**config.mk**
```make
export PLATFORM = sky130hd
export DESIGN_NAME = flag_unit
export DESIGN_NICKNAME = d
export VERILOG_FILES = /design/src/rtl/flag_unit_pkg.sv /design/src/rtl/flag_shadow.sv /design/src/rtl/flag_unit.sv
export SDC_FILE = /design/constraint.sdc
export NUM_CORES = 1
export LEC_CHECK = 0
export ABC_CLOCK_PERIOD_IN_PS = 1980
export BUFFER_PORTS_ARGS = -buffer_cell sky130_fd_sc_hd__buf_4
export CORE_AREA = 2 2 39 41
export DETAILED_ROUTE_END_ITERATION = 8
export DIE_AREA = 0 0 41 43
export GPL_ROUTABILITY_DRIVEN = 0
export HOLD_SLACK_MARGIN = 0.12
export SYNTH_ARGS = -nofsm -noshare
export SYNTH_HDL_FRONTEND = slang
export SYNTH_SLANG_ARGS = --single-unit
```
**constraint.sdc**
```tcl
create_clock -name clk -period 1.98 [get_ports clk]
set_input_delay 0.099 -clock clk [delete_from_list [all_inputs] [get_ports clk]]
set_output_delay 0.099 -clock clk [all_outputs]
set_load 0.05 [all_outputs]
```
**src/rtl/flag_unit_pkg.sv**
```systemverilog
// Shared definitions for the condition-code register and its users (ALU, flag_unit).
package flag_unit_pkg;

    // Flag vector width and bit positions, {C, N, Z}
    localparam int unsigned CCR_W = 3;
    localparam int unsigned C_BIT = 2;
    localparam int unsigned N_BIT = 1;
    localparam int unsigned Z_BIT = 0;

    // carry_op encodings; 2'b11 is treated as no operation
    localparam logic [1:0] CARRY_NONE = 2'b00;
    localparam logic [1:0] CARRY_SETC = 2'b01;
    localparam logic [1:0] CARRY_CLRC = 2'b10;

    // jump_type encodings
    localparam logic [1:0] JMP_NONE = 2'b00;
    localparam logic [1:0] JMP_JZ   = 2'b01;
    localparam logic [1:0] JMP_JN   = 2'b10;
    localparam logic [1:0] JMP_JC   = 2'b11;

    // Shadow-copy FSM states
    typedef enum logic {
        SHD_EMPTY = 1'b0,
        SHD_HELD  = 1'b1
    } shd_state_e;

endpackage

```
**src/rtl/flag_shadow.sv**
```systemverilog
// One-deep shadow of the flag register for interrupt entry / RTI, with a sticky
// protocol-error flag for unmatched saves and restores.
module flag_shadow #(
    parameter int unsigned CCR_W = 3
) (
    input  logic             clk,
    input  logic             rst,
    input  logic             i_stall,
    input  logic             i_int_save,
    input  logic             i_rti_restore,
    input  logic [CCR_W-1:0] i_ccr,
    output logic [CCR_W-1:0] o_shadow,
    output logic             o_held,
    output logic             o_seq_err
);
    import flag_unit_pkg::*;

    shd_state_e       r_state;
    shd_state_e       w_state_d;
    logic [CCR_W-1:0] r_shadow;
    logic             r_seq_err;
    logic             w_load;
    logic             w_err_set;

    // State register; reset discards the shadow immediately
    always_ff @(posedge clk or posedge rst) begin
        if (rst) begin
            r_state <= SHD_EMPTY;
        end else if (!i_stall) begin
            r_state <= w_state_d;
        end
    end

    // Next state: save fills, restore empties, save+restore while held tail-chains
    always_comb begin
        w_state_d = r_state;
        unique case (r_state)
            SHD_EMPTY: if (i_int_save) w_state_d = SHD_HELD;
            SHD_HELD:  if (i_rti_restore && !i_int_save) w_state_d = SHD_EMPTY;
            default:   w_state_d = SHD_EMPTY;
        endcase
    end

    // Outputs and event decode
    always_comb begin
        o_held    = (r_state == SHD_HELD);
        // Only the first save is captured; a nested save leaves the snapshot alone
        w_load    = i_int_save && (r_state == SHD_EMPTY);
        w_err_set = (i_int_save && !i_rti_restore && (r_state == SHD_HELD)) ||
                    (i_rti_restore && (r_state == SHD_EMPTY));
    end

    // Shadow snapshot takes the pre-update registered flags
    always_ff @(posedge clk or posedge rst) begin
        if (rst) begin
            r_shadow <= '0;
        end else if (!i_stall && w_load) begin
            r_shadow <= i_ccr;
        end
    end

    // Sticky sequencing error, cleared only by reset
    always_ff @(posedge clk or posedge rst) begin
        if (rst) begin
            r_seq_err <= 1'b0;
        end else if (!i_stall && w_err_set) begin
            r_seq_err <= 1'b1;
        end
    end

    assign o_shadow  = r_shadow;
    assign o_seq_err = r_seq_err;

endmodule

```
**src/rtl/flag_unit.sv**
```systemverilog
// Condition-code register: latches ALU flags, applies SETC/CLRC, resolves
// conditional jumps (clearing the tested flag) and saves/restores via a shadow.
module flag_unit #(
    parameter int unsigned CCR_W = 3
) (
    input  logic             clk,
    input  logic             rst,
    input  logic [CCR_W-1:0] alu_flags,
    input  logic             flag_wr_en,
    input  logic [1:0]       carry_op,
    input  logic [1:0]       jump_type,
    input  logic             jump_uncond,
    input  logic             int_save,
    input  logic             rti_restore,
    input  logic             stall,
    output logic [CCR_W-1:0] ccr,
    output logic             jump_taken,
    output logic             shadow_valid,
    output logic             seq_err
);
    import flag_unit_pkg::*;

    logic [CCR_W-1:0] r_ccr;
    logic [CCR_W-1:0] w_ccr_d;
    logic [CCR_W-1:0] w_shadow;
    logic             w_held;
    logic             w_restore;
    logic             w_cond_taken;

    assign w_restore = rti_restore && w_held;

    // Branch decision on the registered flags, not on this cycle's ALU output
    always_comb begin
        w_cond_taken = 1'b0;
        unique case (jump_type)
            JMP_JZ:  w_cond_taken = r_ccr[Z_BIT];
            JMP_JN:  w_cond_taken = r_ccr[N_BIT];
            JMP_JC:  w_cond_taken = r_ccr[C_BIT];
            default: w_cond_taken = 1'b0;
        endcase
        jump_taken = jump_uncond || w_cond_taken;
    end

    // Next flags: restore wins outright; otherwise ALU write, carry op, then jump clear
    always_comb begin
        w_ccr_d = r_ccr;
        if (w_restore) begin
            w_ccr_d = w_shadow;
        end else begin
            if (flag_wr_en) begin
                w_ccr_d = alu_flags;
            end
            if (carry_op == CARRY_SETC) begin
                w_ccr_d[C_BIT] = 1'b1;
            end else if (carry_op == CARRY_CLRC) begin
                w_ccr_d[C_BIT] = 1'b0;
            end
            // Taken conditional jump consumes its flag; unconditional jumps do not
            if (w_cond_taken) begin
                unique case (jump_type)
                    JMP_JZ:  w_ccr_d[Z_BIT] = 1'b0;
                    JMP_JN:  w_ccr_d[N_BIT] = 1'b0;
                    JMP_JC:  w_ccr_d[C_BIT] = 1'b0;
                    default: ;
                endcase
            end
        end
    end

    // Flag register, frozen while stalled
    always_ff @(posedge clk or posedge rst) begin
        if (rst) begin
            r_ccr <= '0;
        end else if (!stall) begin
            r_ccr <= w_ccr_d;
        end
    end

    flag_shadow #(
        .CCR_W(CCR_W)
    ) u_shadow (
        .clk          (clk),
        .rst          (rst),
        .i_stall      (stall),
        .i_int_save   (int_save),
        .i_rti_restore(rti_restore),
        .i_ccr        (r_ccr),
        .o_shadow     (w_shadow),
        .o_held       (w_held),
        .o_seq_err    (seq_err)
    );

    assign ccr          = r_ccr;
    assign shadow_valid = w_held;

endmodule

```
==> metrics.yaml <==
core_area_mm2: 0.001384
ir_worst_vdd_uv: 285.1
leakagePower_uw: 0.0003016
crit_family: "flip-flops"
synth_mux_area_share_pct: 9.945
post-cts-setup-buffer-count: 0
switching_power_uw: 199.6
max_freq_mhz: 718.7
pwr-share-comb_pct: 35.4
route.detailed.drc: 0
synthXorXnorAreaFrac_pct: 0
final_common_cell: "buf_4"
fp.dieArea_mm2: 0.001763
switching_share_pct: 35.67
crit_slowest_cell: "dfrtp_1"
worstPathMaxFanout: 6
wl_per_cell_um: 11.93
n_fill_cell: 134
fin_crit_ns: 1.391
cap_violations: 0
p_int_uw: 359.8
synth_top_family_by_area: "compound AO/OA/AOI/OAI gates"
diodes: 0
first_iter_violations: 8
cts_tree: "done"
ant_nets: 0
overflow: 0
cts_buffers: 3
grt_util_all_layers_pct: 14.40
synth-compound-area-share_pct: 23.48
pin_count: 20
grt_pass1_wl_um: 1704
synth-seq-area-share_pct: 44.20
via_count: 421
nets: 85
status: "complete, no violations"
die_h_um: 43
startpoint_type: "register"
power_per_cell_area_mw_per_mm2: 851.6
hold_buffers: 3
path_class: "reg2out"
rows: 14
finalHoldViolations: 0
first_pass_iters: 4
cts_resized: 0
hold_path.class: "in2reg"
clkPwrFrac_pct: 22.3
fin_skew_ns: 0.005894
slew-limit-headroom_pct: 77.66
io_buffers: 19
pre_cts_ws_ns: 0.8117
antenna_found_initial: 0
setup_viol: 0
synthAdderAreaFrac_pct: 0
max_stage_delay_ns: 0.43
cts-root-buf: "clkbuf_4"
finalCritPeriodShare_pct: 70.27
clkTransAtPathRegs_ns: 0.06
setup_slack_ns: 0.5886
ys_warn_count: 0
rsz0062_at_grt: "no"
clk_path_buf_depth: 2
routed_via_density: 4.953
p_seq_share_pct: 42.3
drive_gt1_share_pct: 43.48
register_area_um2: 200.2
synth_seq_cells: 8
mostFrequentLayoutCells: "buf_4 (19), dfrtp_1 (8), inv_1 (4), mux2_2 (4)"
syn_inst: 45
start_util_pct: 32.73
crit_required_ns: 1.88
synth_area_um2: 452.9
grt_pass1_vias: 438
crit_buf_inv: 1
grt_max_degree: 10
ctsHtreeMaxLevel: 1
dp_hpwl_um: 756.8
syn_nets: 59
multi_input_area_um2: 226.5
synth_cell_type_count: 24
whs_ns: 0.1823
cp.arrival_ns: 1.29
drt-total-wl_um: 1014
timing.setup.tns_ns: 0
cts_sinks: 8
die_w_um: 41
tightest_slew_ns: 0.3351
yosys.area_share.simple_pct: 16.57
area_growth_pct: 45.03
path_cells: "mux2_2 -> nand2_1 -> nand3b_1 -> buf_4"
end_kind: "output port"
post_synth.cell_area_avg_um2: 10.07
worstSkewPairLatency_ns: 0.26
slew_viol_final: 0
through the flow:
stage / cells / total power, µW / util [%] / instance area (µm²)
global route: 85 / 602.3 / 47.47 / 656.9
floorplan: 45 / 368.5 / - / 452.9
finish: 85 / 559.4 / 47.47 / 656.9
CTS: 85 / 569.6 / 47.47 / 656.9
global placement: 79 / 434.4 / 43.67 / 604.3
detailed placement: 79 / 434.5 / 43.67 / 604.3
cells by family after synthesis:
| kind of cell | Yosys count |
|---|---|
| compound gates | 15 |
| buf+inv | 5 |
| mux | 4 |
| simple gates | 13 |
| flops | 8 |
synthesized netlist by cell type:
library cell | instances | area, µm²
a21oi_1 | 3 | 15.01
a21oi_2 | 1 | 8.760
a221oi_1 | 1 | 8.760
a311o_1 | 1 | 10.01
a31oi_1 | 3 | 18.77
and2_1 | 1 | 6.260
buf_6 | 1 | 11.26
dfrtp_1 | 8 | 200.2
inv_1 | 4 | 15.01
mux2_2 | 4 | 45.04
nand2_1 | 3 | 11.26
nand2_4 | 1 | 11.26
nand2b_1 | 1 | 6.260
nand3_1 | 1 | 5.000
nand3b_1 | 2 | 15.01
nor2_1 | 2 | 7.510
nor2_2 | 1 | 6.260
nor2b_1 | 1 | 6.260
o211ai_1 | 1 | 7.510
o21a_1 | 1 | 7.510
o21ai_0 | 1 | 5.000
o21ai_2 | 1 | 8.760
o21bai_1 | 1 | 7.510
o221ai_1 | 1 | 8.760
sequential cells by signal (all words and copies together), names as in the netlist:
register and count:
ccr 3, u_shadow.o_shadow 3, u_shadow.o_held 1, u_shadow.o_seq_err 1
area by class of cell:
cell class                      count  area share [%]
Timing Repair Buffer               22           26.29
Multi-Input combinational cell     32           34.48
Tap cell                           16           3.048
Sequential cell                     8           30.48
Clock buffer                        3           3.429
Inverter                            4           2.286
power groups by stage:
stage | Sequential [µW] | Combinational, µW | Clock, µW
2_1_floorplan | 277 | 91.5 | 0
3_3_place_gp | 241 | 193 | 0
3_5_place_dp | 240 | 195 | 0
4_1_cts | 237 | 200 | 133
5_1_grt | 243 | 217 | 142
6_report | 237 | 198 | 125
worst register-to-register path, stage by stage (launching register included):
cell	delay (ns)
dfrtp_1	0.50
nand2_4	0.13
o21ai_2	0.05
a311o_1	0.33
a21oi_2	0.11
per-layer routing:
metal	routed length (µm)	GRT usage [%]
met1	449	16.94
met2	460	21.56
met3	88	3.665
met4	16	10.00
met5	0	0
final timing paths:
| check | startpoint | to | slack [ns] | cells past startpoint |
|---|---|---|---|---|
| max | ccr[2] | jump_taken | 0.59 | 4 |
| min | alu_flags[0] | ccr[0] | 0.18 | 3 |
| max reg2reg | u_shadow.o_held | ccr[2] | 0.79 | 4 |
| min reg2reg | u_shadow.o_seq_err | u_shadow.o_seq_err | 0.48 | 1 |
| max in group asynchronous | rst | ccr[1] | 1.40 | 3 |
| min in group asynchronous | rst | u_shadow.o_shadow[2] | 0.35 | 3 |
Power figures use the tool's default switching activity.
